<file path="config.mk">
export PLATFORM = sky130hd
export DESIGN_NAME = mdio_master_c22
export DESIGN_NICKNAME = d
export VERILOG_FILES = /design/src/rtl/mdio_master_c22.sv
export SDC_FILE = /design/constraint.sdc
export NUM_CORES = 1
export LEC_CHECK = 0
export ABC_AREA = 0
export BUFFER_PORTS_ARGS = -buffer_cell sky130_fd_sc_hd__buf_2
export CAP_MARGIN = 15
export CORE_MARGIN = 10
export CORE_UTILIZATION = 35
export DETAILED_ROUTE_END_ITERATION = 8
export PLACE_DENSITY = 0.51
export SYNTH_ARGS = -nofsm -noshare
export SYNTH_HDL_FRONTEND = slang
export SYNTH_SLANG_ARGS = --single-unit
</file>
<file path="constraint.sdc">
create_clock -name clk -period 3.8 [get_ports clk]
set_input_delay 1.14 -clock clk [delete_from_list [all_inputs] [get_ports clk]]
set_output_delay 1.14 -clock clk [all_outputs]
set_load 0.01 [all_outputs]
</file>
<file path="src/rtl/mdio_master_c22.sv">
// mdio_master_c22 -- IEEE 802.3 Clause 22 MDIO management master.
//
// Takes one register read/write command over a cmd_valid/busy/ack handshake,
// serialises the management frame (preamble, ST, OP, PHYAD, REGAD, TA, DATA)
// on mdc/mdio, captures read data and reports a missing PHY through rd_err.
//
// Ports
//   clk, rst         system clock, asynchronous active-high reset
//   cmd_valid        command request, accepted when cmd_valid && !busy
//   cmd_read         1 = read (OP=10), 0 = write (OP=01)
//   cmd_phy/cmd_reg  5-bit PHY and register addresses
//   cmd_wdata        16-bit write data (ignored for reads)
//   busy             transaction in progress (cycle after accept .. ack cycle)
//   ack              one-cycle completion pulse
//   rdata            read data, updated on a read ack and held otherwise
//   rd_err           pulses with a read ack when the second TA bit reads 1
//   mdc              management clock (low phase then high phase per bit)
//   mdio_o/mdio_oe   MDIO output data and output enable
//   mdio_i           MDIO pad input (asynchronous, synchronised internally)
module mdio_master_c22 #(
    parameter int CLK_DIV  = 20,
    parameter int PRE_BITS = 32
) (
    input  logic        clk,
    input  logic        rst,
    input  logic        cmd_valid,
    input  logic        cmd_read,
    input  logic [4:0]  cmd_phy,
    input  logic [4:0]  cmd_reg,
    input  logic [15:0] cmd_wdata,
    output logic        busy,
    output logic        ack,
    output logic [15:0] rdata,
    output logic        rd_err,
    output logic        mdc,
    output logic        mdio_o,
    output logic        mdio_oe,
    input  logic        mdio_i
);

    localparam int DIV_W = $clog2(2 * CLK_DIV);
    localparam int BIT_W = (PRE_BITS > 16) ? $clog2(PRE_BITS) : 4;

    localparam logic [DIV_W-1:0] DIV_LAST  = DIV_W'(2 * CLK_DIV - 1);
    localparam logic [DIV_W-1:0] DIV_HALF  = DIV_W'(CLK_DIV);
    localparam logic [BIT_W-1:0] PRE_LAST  = BIT_W'(PRE_BITS - 1);
    localparam logic [BIT_W-1:0] HDR_LAST  = BIT_W'(13);
    localparam logic [BIT_W-1:0] TA_LAST   = BIT_W'(1);
    localparam logic [BIT_W-1:0] DATA_LAST = BIT_W'(15);

    typedef enum logic [2:0] {
        S_IDLE = 3'd0,
        S_PRE  = 3'd1,
        S_HDR  = 3'd2,
        S_TA   = 3'd3,
        S_DATA = 3'd4,
        S_DONE = 3'd5
    } state_t;

    state_t             state_q, state_d, succ_s;
    logic [DIV_W-1:0]   div_q, div_d;
    logic [BIT_W-1:0]   bit_q, bit_d;
    logic               rd_q, rd_d;
    logic [13:0]        hdr_q, hdr_d;
    logic [15:0]        wdata_q, wdata_d;
    logic [15:0]        rx_q, rx_d;
    logic               ta_err_q, ta_err_d;
    logic               sync1_q, sync2_q;
    logic               busy_q, busy_d;
    logic               ack_q, ack_d;
    logic [15:0]        rdata_q, rdata_d;
    logic               rd_err_q, rd_err_d;
    logic               mdc_q, mdc_d;
    logic               mdio_o_q, mdio_o_d;
    logic               mdio_oe_q, mdio_oe_d;

    logic               accept_s;
    logic               bit_end_s;
    logic               last_bit_s;
    logic               frame_s;
    logic [13:0]        hdr_sh_s;
    logic [15:0]        wd_sh_s;

    assign accept_s  = (state_q == S_IDLE) && cmd_valid && !busy_q;
    // The synchronised input is sampled on the last clk of each high phase,
    // which is also the last clk of the bit.
    assign bit_end_s = (div_q == DIV_LAST);

    assign busy    = busy_q;
    assign ack     = ack_q;
    assign rdata   = rdata_q;
    assign rd_err  = rd_err_q;
    assign mdc     = mdc_q;
    assign mdio_o  = mdio_o_q;
    assign mdio_oe = mdio_oe_q;

    // State, counters, datapath and registered outputs.
    always_ff @(posedge clk or posedge rst) begin
        if (rst) begin
            state_q   <= S_IDLE;
            div_q     <= {DIV_W{1'b0}};
            bit_q     <= {BIT_W{1'b0}};
            rd_q      <= 1'b0;
            hdr_q     <= 14'h0000;
            wdata_q   <= 16'h0000;
            rx_q      <= 16'h0000;
            ta_err_q  <= 1'b0;
            sync1_q   <= 1'b1;
            sync2_q   <= 1'b1;
            busy_q    <= 1'b0;
            ack_q     <= 1'b0;
            rdata_q   <= 16'h0000;
            rd_err_q  <= 1'b0;
            mdc_q     <= 1'b0;
            mdio_o_q  <= 1'b1;
            mdio_oe_q <= 1'b0;
        end else begin
            state_q   <= state_d;
            div_q     <= div_d;
            bit_q     <= bit_d;
            rd_q      <= rd_d;
            hdr_q     <= hdr_d;
            wdata_q   <= wdata_d;
            rx_q      <= rx_d;
            ta_err_q  <= ta_err_d;
            sync1_q   <= mdio_i;
            sync2_q   <= sync1_q;
            busy_q    <= busy_d;
            ack_q     <= ack_d;
            rdata_q   <= rdata_d;
            rd_err_q  <= rd_err_d;
            mdc_q     <= mdc_d;
            mdio_o_q  <= mdio_o_d;
            mdio_oe_q <= mdio_oe_d;
        end
    end

    // Next state plus divider and per-field bit counter.
    always_comb begin
        state_d    = state_q;
        div_d      = div_q;
        bit_d      = bit_q;
        last_bit_s = 1'b0;
        succ_s     = S_IDLE;
        case (state_q)
            S_PRE: begin
                last_bit_s = (bit_q == PRE_LAST);
                succ_s     = S_HDR;
            end
            S_HDR: begin
                last_bit_s = (bit_q == HDR_LAST);
                succ_s     = S_TA;
            end
            S_TA: begin
                last_bit_s = (bit_q == TA_LAST);
                succ_s     = S_DATA;
            end
            S_DATA: begin
                last_bit_s = (bit_q == DATA_LAST);
                succ_s     = S_DONE;
            end
            default: begin
                last_bit_s = 1'b0;
                succ_s     = S_IDLE;
            end
        endcase
        case (state_q)
            S_IDLE: begin
                if (accept_s) begin
                    state_d = S_PRE;
                    div_d   = {DIV_W{1'b0}};
                    bit_d   = {BIT_W{1'b0}};
                end else begin
                    state_d = S_IDLE;
                end
            end
            S_PRE, S_HDR, S_TA, S_DATA: begin
                if (bit_end_s) begin
                    div_d = {DIV_W{1'b0}};
                    if (last_bit_s) begin
                        bit_d   = {BIT_W{1'b0}};
                        state_d = succ_s;
                    end else begin
                        bit_d = bit_q + BIT_W'(1);
                    end
                end else begin
                    div_d = div_q + DIV_W'(1);
                end
            end
            S_DONE: begin
                state_d = S_IDLE;
                div_d   = {DIV_W{1'b0}};
                bit_d   = {BIT_W{1'b0}};
            end
            default: begin
                state_d = S_IDLE;
                div_d   = {DIV_W{1'b0}};
                bit_d   = {BIT_W{1'b0}};
            end
        endcase
    end

    // Command latch, TA check capture and read shift register.
    always_comb begin
        rd_d     = rd_q;
        hdr_d    = hdr_q;
        wdata_d  = wdata_q;
        rx_d     = rx_q;
        ta_err_d = ta_err_q;
        if (accept_s) begin
            rd_d     = cmd_read;
            hdr_d    = {2'b01, (cmd_read ? 2'b10 : 2'b01), cmd_phy, cmd_reg};
            wdata_d  = cmd_wdata;
            rx_d     = 16'h0000;
            ta_err_d = 1'b0;
        end else begin
            if (bit_end_s && (state_q == S_TA) && (bit_q == TA_LAST)) begin
                ta_err_d = sync2_q;
            end else begin
                ta_err_d = ta_err_q;
            end
            if (bit_end_s && (state_q == S_DATA)) begin
                rx_d = {rx_q[14:0], sync2_q};
            end else begin
                rx_d = rx_q;
            end
        end
    end

    // Output next values, derived from the next position so that the
    // registered outputs line up with the cycle the counters describe.
    always_comb begin
        hdr_sh_s  = hdr_q << bit_d;
        wd_sh_s   = wdata_q << bit_d;
        busy_d    = (state_d != S_IDLE);
        ack_d     = (state_d == S_DONE);
        mdio_o_d  = mdio_o_q;
        mdio_oe_d = mdio_oe_q;
        case (state_d)
            S_PRE, S_HDR, S_TA, S_DATA: frame_s = 1'b1;
            default:                    frame_s = 1'b0;
        endcase
        mdc_d = frame_s && (div_d >= DIV_HALF);
        // Pin data only changes on the first clk of a low phase.
        if (div_d == {DIV_W{1'b0}}) begin
            case (state_d)
                S_PRE: begin
                    mdio_oe_d = 1'b1;
                    mdio_o_d  = 1'b1;
                end
                S_HDR: begin
                    mdio_oe_d = 1'b1;
                    mdio_o_d  = hdr_sh_s[13];
                end
                S_TA: begin
                    mdio_oe_d = !rd_q;
                    mdio_o_d  = rd_q ? 1'b1 : (bit_d == {BIT_W{1'b0}});
                end
                S_DATA: begin
                    mdio_oe_d = !rd_q;
                    mdio_o_d  = rd_q ? 1'b1 : wd_sh_s[15];
                end
                default: begin
                    mdio_oe_d = 1'b0;
                    mdio_o_d  = 1'b1;
                end
            endcase
        end else begin
            mdio_oe_d = mdio_oe_q;
            mdio_o_d  = mdio_o_q;
        end
        // rx_d already holds the final DATA bit on the edge into DONE.
        if ((state_d == S_DONE) && rd_q) begin
            rdata_d  = rx_d;
            rd_err_d = ta_err_q;
        end else begin
            rdata_d  = rdata_q;
            rd_err_d = 1'b0;
        end
    end

endmodule

</file>
==> results.ini, run 1 <==
[timing]
hold_violations = 0
worst_pin_slew_ps = 1000
fin_setup_tns_ps = 0
min_period_ps = 3230
setup_violations = 0
finalClockSkew_ps = 10.3
rsz0062_at_grt = false
drv_slew = 0
max_freq_ghz = 0.309
relSlewSlack = 0.327
finalCritPeriodShare = 0.851

[clocking]
cts_resized = 0
h-tree-depth = 3
holdBufCountCts = 0
clock-sinks = 84
clock_latency_ps = 340
cts_tree = yes
clk_pin_slew_ps = 60
clk_path_buf_depth = 2
cts_setup_buffers = 0
clockRootBuffer = clkbuf_16
cts_buffers = 9

[grt]
grt_pass1_vias = 3105
antenna_found_initial = 0
grt_max_degree = 85
grt_pass1_wl_um = 15600
grt-ovfl-total = 0
track_usage = 0.117

[placement]
dp_cells = 592
gp_congestion = 0.854
io_buffers = 52
hpwlAfterDp_um = 6490

[synth]
synth_top_area_cell = dfrtp_1
synth.top_cells.by_count = nand2_1 (126), dfrtp_1 (81), a21oi_1 (26)
async_reset_ff_frac = 1.00
synth-edff-count = 0
synth_area_leaders = dfrtp_1 (51%), nand2_1 (12%), mux2_2 (5.6%)
synth_ff_type = dfrtp_1
synth_cells = 414
ys_types = 62
yosysWarnings = 0
synth_top_area_frac = 0.507
syn_nets = 448
synth_area_per_cell_um2 = 9.66
ys_seq_elements = 84
syn_area_mm2 = 0.00400
yosysSeqAreaShare = 0.527
yosysMostFrequentCell = nand2_1

[route]
drt_first_pass_iters = 4
drc_errors = 0
num_vias = 3040
final_antenna_net_count = 0
avgRoutedWirePerCell_um = 15.0
first_iter_violations = 202
viasPerCell = 5.00
wirelength_um = 9110

[final_layout]
nets = 497
drive_gt1_frac = 0.235
n_antenna_cell = 0
areaGrowthSynthToFinish_pct = 18.0
instances_no_fill = 608

[setup_path]
r2r-end = mdio_o
crit_fanout = 12
required_ps = 4060
cp-start-kind = flip-flop
r2r.worst_path.cells = 11
cp.arrival_ps = 3500
ff2ff_setup_slack_ps = 570
critPathKind = flip-flop to flip-flop
end_kind = flip-flop
reg2reg_from = div_q[0]

[power_and_ir_drop]
internal_power_mw = 1.52
p_sw_uw = 423
power_frac_comb = 0.047
vdd.ir_drop.worst_v = 0.000214
switching_share = 0.218
p_leak_nw = 2.15
pwr-share-clk = 0.466
seqPwrFrac = 0.487
powerDensity_mw_per_mm2 = 412

[die]
num_io_pins = 53
dieArea_mm2 = 0.0161
die_h_um = 127
coreArea_mm2 = 0.0110
die_w_um = 127
start_util = 0.362
fp-row-count = 38

[min_path]
min_from = sync1_q
holdPathEnd = sync2_q
min_path_type = flip-flop to flip-flop
min_path_cells = 0

[status]
status = completed

[job]
cap_viol_max_count = 0

-- per-stage QoR --
step / util / hold slack (ps) / cell area (um2) / power (mW) / worst slack, ps
after global placement: 0.399 / 348 / 4410 / 1.06 / 532
after global routing: 0.428 / 362 / 4720 / 2.02 / 239
after CTS: 0.428 / 358 / 4720 / 1.97 / 549
after floorplan: - / 345 / 4000 / 1.01 / 500
after detailed placement: 0.399 / 349 / 4410 / 1.06 / 453
final: 0.428 / 358 / 4720 / 1.95 / 567
-- how the worst max path moves through the flow --
stage / from / to / slack, ps / depth (start not counted)
after detailed placement: cmd_valid / mdio_o / 450 / 10
after global placement: cmd_valid / mdio_o / 530 / 10
after global routing: div_q[0] / mdio_o / 240 / 11
final: div_q[0] / mdio_o / 570 / 11
after floorplan: rst / ack / 500 / 1
after CTS: div_q[0] / mdio_o / 550 / 11
-- area by class of cell --
type                    instances  area (um2)
clock buffers                  12         256
multi-input cells             303        1770
flip-flops and latches         84        2110
well taps                     140         175
clock inverters                 4        55.1
repair buffers                 60         333
fillers                      1119        6310
inverters                       5        20.0
-- state kept, by name, indices dropped and copies added, names as in the netlist, 3 cells and up --
signal and count:
bit_q 5, div_q 6, hdr_q 13, rdata 16
rx_q 16, state_q 3, wdata_q 16
-- power by group through the flow --
stage	Sequential [mW]	Combinational (mW)	Clock [mW]
floorplan	0.964	0.0507	0
global placement	0.965	0.0935	0
detailed placement	0.965	0.0948	0
CTS	0.948	0.0953	0.926
global route	0.952	0.107	0.960
finish	0.948	0.0918	0.906
-- logic make-up (layout without fill, tap and decap cells) --
group                      Yosys count  count (layout)  share of synthesized area
buffers and inverters               27              81                     0.0332
adders and majority gates            3               3                    0.00939
muxes                               31              31                     0.0839
AOI/OAI and AO/OA                   75              75                      0.123
and+or+nand+nor                    191             191                      0.217
xor gates and xnor gates             3               3                    0.00657
DFF                                 84              84                      0.527
-- critical path, cell delays in order (launching register included) --
cell,delay (ps)
dfrtp_1,400
ha_1,220
nand4b_1,230
nor2_1,190
o211ai_1,170
o31ai_2,840
buf_4,280
mux2i_1,200
mux2i_1,90
nor3b_1,260
a2111oi_2,60
a211o_1,220
-- cells in the final DEF, fill, tap and decap left out, types with 3 or more instances in the layout --
cell,Yosys,routed
a21oi_1,26,26
xnor2_1,3,3
mux2_2,20,20
dfstp_2,3,3
nor3_1,7,7
a211o_1,3,3
o31ai_1,4,3
o21ai_0,12,12
a31oi_1,3,3
mux2i_1,11,11
and3_1,7,7
nor2b_1,3,3
clkbuf_16,0,9
buf_4,1,7
nand4b_1,3,3
nor2_1,17,16
buf_2,3,52
dfrtp_1,81,81
o211ai_1,4,4
nand2_1,126,126
nand3_1,5,5
ha_1,3,3
or3_1,4,4
inv_1,5,4
o21a_1,3,3
-- layer usage --
layer | routed length, um | global-route usage | vias to the layer above
li1 | - | - | 1524
met1 | 4470 | 0.159 | 1457
met2 | 4130 | 0.172 | 45
met3 | 314 | 0.0237 | 14
met4 | 194 | 0.0576 | 0
met5 | 0 | 0 | -
Power figures use the tool's default switching activity.
==> run 2, diff against run 1 <==
--- a/config.mk
+++ b/config.mk
@@ -8,9 +8,10 @@
 export ABC_AREA = 0
 export BUFFER_PORTS_ARGS = -buffer_cell sky130_fd_sc_hd__buf_2
 export CAP_MARGIN = 15
-export CORE_MARGIN = 10
+export CORE_MARGIN = 2
 export CORE_UTILIZATION = 35
 export DETAILED_ROUTE_END_ITERATION = 8
+export GPL_ROUTABILITY_DRIVEN = 0
 export PLACE_DENSITY = 0.51
 export SYNTH_ARGS = -nofsm -noshare
 export SYNTH_HDL_FRONTEND = slang
==> constraint.sdc (replaced) <==
create_clock -name clk -period 3.8 [get_ports clk]
set_input_delay 0.38 -clock clk [delete_from_list [all_inputs] [get_ports clk]]
set_output_delay 0.38 -clock clk [all_outputs]
set_load 0.01 [all_outputs]
==> run 2 against run 1 <==
Compared with the run above:
- cell area about the same
- flip-flop and latch count unchanged
- die area down 24%
- register-to-register slack worse by 170 ps
- sequential power about the same
- clock skew about the same
- global-route usage up 3.2 points
- first-iteration DRC count down 42%
- wire length down 3.5%
- clock power up 4.0%
- combinational power down 2%
- largest cell class unchanged
==> results.ini, run 2 (synthesis results as in run 1) <==
[power_and_ir_drop]
power_frac_comb = 0.046  ; was 0.047
p_leak_nw = 2.15  ; about the same
seqPwrFrac = 0.479  ; was 0.487
finalPower_mw = 1.98  ; was 1.95 mW
pwr-share-clk = 0.476  ; was 0.466
internal_power_mw = 1.56  ; was 1.52 mW
vdd.ir_drop.worst_v = 0.000240  ; was 0.000214 V
powerDensity_mw_per_mm2 = 420  ; was 412 mW/mm2
switching_share = 0.211  ; was 0.218
p_sw_uw = 417  ; was 423 uW

[timing]
rsz0062_at_grt = false  ; unchanged
fin_setup_tns_ps = 0  ; unchanged
finalClockSkew_ps = 10.2  ; was 10.3 ps
setup_violations = 0  ; unchanged
fin_ws_ps = 398  ; was 567 ps
worst_pin_slew_ps = 1020  ; was 1000 ps
hold_ws_ps = 137  ; was 358 ps
min_period_ps = 3400  ; was 3230 ps
drv_slew = 0  ; unchanged
hold_violations = 0  ; unchanged
relSlewSlack = 0.310  ; was 0.327
max_freq_ghz = 0.294  ; was 0.309 GHz
finalCritPeriodShare = 0.895  ; was 0.851

[setup_path]
reg2reg_from = state_q[2]  ; was div_q[0]
end_kind = flip-flop  ; unchanged
critPathKind = flip-flop to flip-flop  ; unchanged
cpPeakStageDelay_ps = 800  ; was 840 ps
ff2ff_setup_slack_ps = 400  ; was 570 ps
cp.arrival_ps = 3680  ; was 3500 ps
path_cells = or3_1 -> nor2_4 -> a211o_1 -> nand2_1 -> o21ai_0 -> nor3_1 -> o32a_1 -> a2111oi_2 -> a211o_1  ; was ha_1 -> nand4b_1 -> nor2_1 -> o211ai_1 -> o31ai_2 -> buf_4 -> mux2i_1 -> mux2i_1 -> nor3b_1 -> a2111oi_2 -> a211o_1
crit_path_top_delay_cell = o21ai_0  ; was o31ai_2
endpoint = mdio_o  ; unchanged
crit_fanout = 16  ; was 12
r2r.worst_path.cells = 9  ; was 11
required_ps = 4070  ; was 4060 ps
cpMostUsedCell = a211o_1  ; was mux2i_1
crit_path_start = state_q[2]  ; was div_q[0]
r2r-end = mdio_o  ; unchanged
cp-start-kind = flip-flop  ; unchanged

[route]
drt_first_pass_iters = 4  ; unchanged
first_iter_violations = 117  ; was 202
drc_errors = 0  ; unchanged
num_vias = 3092  ; was 3040
final_antenna_net_count = 0  ; unchanged
wirelength_um = 8790  ; was 9110 um
viasPerCell = 5.07  ; was 5.00
avgRoutedWirePerCell_um = 14.4  ; was 15.0 um

[die]
coreArea_mm2 = 0.0113  ; was 0.0110 mm2
dieArea_mm2 = 0.0123  ; was 0.0161 mm2
start_util = 0.355  ; was 0.362
fp-row-count = 39  ; was 38
die_w_um = 111  ; was 127 um
die_h_um = 111  ; was 127 um
num_io_pins = 53  ; unchanged

[clocking]
clockRootBuffer = clkbuf_16  ; unchanged
clock_latency_ps = 340  ; about the same
clock-sinks = 84  ; unchanged
cts_resized = 0  ; unchanged
cts_tree = yes  ; unchanged
cts_setup_buffers = 0  ; unchanged
cts_buffers = 9  ; unchanged
holdBufCountCts = 0  ; unchanged
clk_pin_slew_ps = 60  ; about the same
clk_path_buf_depth = 2  ; unchanged
h-tree-depth = 3  ; unchanged

[grt]
antenna_found_initial = 0  ; unchanged
grt_pass1_vias = 3029  ; was 3105
grt_max_degree = 56  ; was 85
grt-ovfl-total = 0  ; unchanged
grt_pass1_wl_um = 14800  ; was 15600 um
track_usage = 0.149  ; was 0.117

[placement]
dp_cells = 595  ; was 592
io_buffers = 52  ; unchanged
place_ws_ps = 476  ; was 453 ps
hpwlAfterDp_um = 6260  ; was 6490 um
place_area_mm2 = 0.00440  ; was 0.00441 mm2

[final_layout]
n_antenna_cell = 0  ; unchanged
mostFrequentLayoutCell = nand2_1  ; unchanged
seqCellArea_mm2 = 0.00211  ; unchanged
drive_gt1_frac = 0.236  ; was 0.235
areaGrowthSynthToFinish_pct = 18.1  ; was 18.0%
instances_no_fill = 610  ; was 608
nets = 497  ; unchanged
final_util = 0.419  ; was 0.428
fill_cells = 1123  ; was 1119
multi_input_area_mm2 = 0.00177  ; unchanged
mostFrequentLayoutCells = nand2_1 (126), dfrtp_1 (81), buf_2 (52)  ; unchanged
stdcell_area_mm2 = 0.00472  ; about the same

[job]
cap_viol_max_count = 0  ; unchanged

[min_path]
min_path_type = input pin to flip-flop  ; was flip-flop to flip-flop

[status]
status = completed  ; unchanged

run 2: power groups by stage:
stage / logic [mW] / clock network [mW] / registers (mW)
floorplan: 0.0507 / 0 / 0.964
global placement: 0.0922 / 0 / 0.963
detailed placement: 0.0931 / 0 / 0.964
CTS: 0.0934 / 0.961 / 0.948
global route: 0.105 / 0.999 / 0.951
finish: 0.0904 / 0.942 / 0.948
run 2: layout make-up:
type / instances / area share
timing repair buffer: 60 / 0.0679
sequential: 84 / 0.446
clock buffer: 10 / 0.0506
clock inverter: 5 / 0.0178
tap: 143 / 0.0379
multi-input combinational: 303 / 0.375
inverter: 5 / 0.00424
run 2: metal layers:
layer | vias to the layer above | share of wire | GRT usage
met1 | 1501 | 0.48 | 0.201
met5 | - | 0 | 0
met3 | 13 | 0.037 | 0.0306
met4 | 0 | 0.019 | 0.0600
met2 | 55 | 0.46 | 0.236
li1 | 1523 | - | -
run 2: worst max-delay path: cells and delay by family (launching register included):
family          cells  cell delay [ps]
compound gates      5             1770
flops               1              530
simple gates        4             1040
run 2: worst min-delay path by stage:
stage,startpoint,endpoint,depth (start not counted)
4_1_cts,mdio_i,sync1_q,1
3_3_place_gp,sync1_q,sync2_q,0
3_5_place_dp,sync1_q,sync2_q,0
5_1_grt,mdio_i,sync1_q,1
2_1_floorplan,sync1_q,sync2_q,0
6_report,mdio_i,sync1_q,1
==> run 3, diff against run 2 <==
--- a/config.mk
+++ b/config.mk
@@ -12,7 +12,9 @@
 export CORE_UTILIZATION = 35
 export DETAILED_ROUTE_END_ITERATION = 8
 export GPL_ROUTABILITY_DRIVEN = 0
+export MAX_ROUTING_LAYER = met4
 export PLACE_DENSITY = 0.51
+export RECOVER_POWER = 100
 export SYNTH_ARGS = -nofsm -noshare
 export SYNTH_HDL_FRONTEND = slang
 export SYNTH_SLANG_ARGS = --single-unit
==> run 3 against run 2 <==
Compared with the run above:
- final cell count did not move
- worst setup slack got worse by 4.6 ps
- the flow now finishes with violations (capacitance limit, slew limit)
- hold slack improved by 2.2 ps
- largest cell class unchanged
- combinational power fell by 3.8%
- clock-buffer cell count did not move
- wire length rose by 0.15%
- non-clock buffer count did not move
- sequential share of layout area rose by 0.58 points
- clock power barely moved
==> results.ini, run 3 (synthesis results as in run 1) <==
[power_and_ir_drop]
finalPower_mw = 1.97  ; was 1.98 mW
seqPwrFrac = 0.480  ; was 0.479
internal_power_mw = 1.56  ; about the same
p_sw_uw = 415  ; was 417 uW
vdd.ir_drop.worst_v = 0.000240  ; about the same
switching_share = 0.210  ; was 0.211
pwr-share-clk = 0.476  ; about the same
p_leak_nw = 2.07  ; was 2.15 nW
power_frac_comb = 0.044  ; was 0.046
powerDensity_mw_per_mm2 = 424  ; was 420 mW/mm2

[grt]
antenna_found_initial = 0  ; unchanged
track_usage = 0.153  ; was 0.149
grt_pass1_vias = 3033  ; was 3029
grt-ovfl-total = 0  ; unchanged
grt_pass1_wl_um = 14800  ; about the same
grt_max_degree = 56  ; unchanged

[min_path]
min_path_cells = 1  ; unchanged
min_path_type = input pin to flip-flop  ; unchanged
min_from = mdio_i  ; unchanged

[route]
num_vias = 3090  ; was 3092
drt_first_pass_iters = 5  ; was 4
first_iter_violations = 143  ; was 117
wirelength_um = 8800  ; was 8790 um
avgRoutedWirePerCell_um = 14.4  ; about the same
final_antenna_net_count = 0  ; unchanged
drc_errors = 0  ; unchanged
viasPerCell = 5.07  ; about the same

[setup_path]
crit_path_start = state_q[0]  ; was state_q[2]
end_kind = flip-flop  ; unchanged
crit_fanout = 11  ; was 16
cp-start-kind = flip-flop  ; unchanged
cp.arrival_ps = 3680  ; about the same
required_ps = 4070  ; about the same
r2r.worst_path.cells = 9  ; unchanged
critPathKind = flip-flop to flip-flop  ; unchanged
reg2reg_from = state_q[0]  ; was state_q[2]

[clocking]
h-tree-depth = 3  ; unchanged
clk_path_buf_depth = 2  ; unchanged
clk_pin_slew_ps = 60  ; about the same
cts_buffers = 9  ; unchanged
cts_tree = yes  ; unchanged
cts_setup_buffers = 0  ; unchanged
clockRootBuffer = clkbuf_16  ; unchanged
cts_resized = 0  ; unchanged
clock_latency_ps = 340  ; about the same
holdBufCountCts = 0  ; unchanged
clock-sinks = 84  ; unchanged

[final_layout]
mostFrequentLayoutCells = nand2_1 (126), dfrtp_1 (81), buf_2 (31)  ; was nand2_1 (126), dfrtp_1 (81), buf_2 (52)
final_util = 0.413  ; was 0.419
areaGrowthSynthToFinish_pct = 16.6  ; was 18.1%
n_antenna_cell = 0  ; unchanged
nets = 497  ; unchanged
stdcell_area_mm2 = 0.00466  ; was 0.00472 mm2
mostFrequentLayoutCell = nand2_1  ; unchanged
drive_gt1_frac = 0.176  ; was 0.236

[timing]
finalClockSkew_ps = 11.6  ; was 10.2 ps
relSlewSlack = -0.582  ; was 0.310
rsz0062_at_grt = false  ; unchanged
hold_violations = 0  ; unchanged
worst_pin_slew_ps = 2360  ; was 1020 ps
finalCritPeriodShare = 0.897  ; was 0.895
min_period_ps = 3410  ; was 3400 ps
hold_ws_ps = 140  ; was 137 ps
max_freq_ghz = 0.294  ; about the same
fin_setup_tns_ps = 0  ; unchanged
setup_violations = 0  ; unchanged
drv_slew = 56  ; was 0

[die]
dieArea_mm2 = 0.0123  ; unchanged
start_util = 0.355  ; unchanged
num_io_pins = 53  ; unchanged
die_w_um = 111  ; unchanged
coreArea_mm2 = 0.0113  ; unchanged
die_h_um = 111  ; unchanged
fp-row-count = 39  ; unchanged

[status]
status = finished, violations left  ; was completed
violations = capacitance limit, slew limit

[placement]
place_area_mm2 = 0.00440  ; unchanged
io_buffers = 52  ; unchanged
hpwlAfterDp_um = 6260  ; unchanged

[job]
cap_viol_max_count = 1  ; was 0

-- run 3: cell type report --
| type | count | area, um2 |
|---|---|---|
| timing repair buffer | 60 | 280 |
| clock inverter | 5 | 83.8 |
| fill | 1137 | 6610 |
| inverter | 5 | 20.0 |
| clock buffer | 10 | 239 |
| multi-input combinational | 303 | 1750 |
| sequential | 84 | 2110 |
| tap | 143 | 179 |
-- run 3: critical path, stage by stage (launching register included) --
cell       delay, ps
dfrtp_1          480
or4b_2           700
a21oi_1          260
o21ai_0          150
a211oi_1         220
o21ai_0          400
and3_1           330
o32a_1           340
a2111oi_2        330
a211o_1          140
-- run 3: metrics by stage --
step	cells	setup WS (ps)
CTS	610	447
floorplan	414	1100
finish	610	393
detailed placement	595	476
global route	610	140
global placement	595	568
-- run 3: power groups by stage --
stage	Sequential [mW]	Combinational, mW	Clock (mW)
floorplan	0.964	0.0507	0
global placement	0.963	0.0922	0
detailed placement	0.964	0.0931	0
CTS	0.948	0.0934	0.961
global route	0.952	0.101	0.998
finish	0.948	0.0870	0.939
-- run 3: worst paths after layout --
kind / slack, ps / to
setup / recovery: 390 / mdio_o
hold / removal: 140 / sync1_q
setup reg to reg: 390 / mdio_o
hold reg to reg: 370 / sync2_q
max in group asynchronous: 1590 / hdr_q[6]
min in group asynchronous: 680 / rdata[1]
-- run 3: per-layer routing --
layer  vias up  GRT usage  part of all wire
met5         -          -                 0
met4         0     0.0600             0.015
met3        10     0.0301             0.034
met2        61      0.236              0.47
met1      1491      0.199              0.48
li1       1528          -                 -
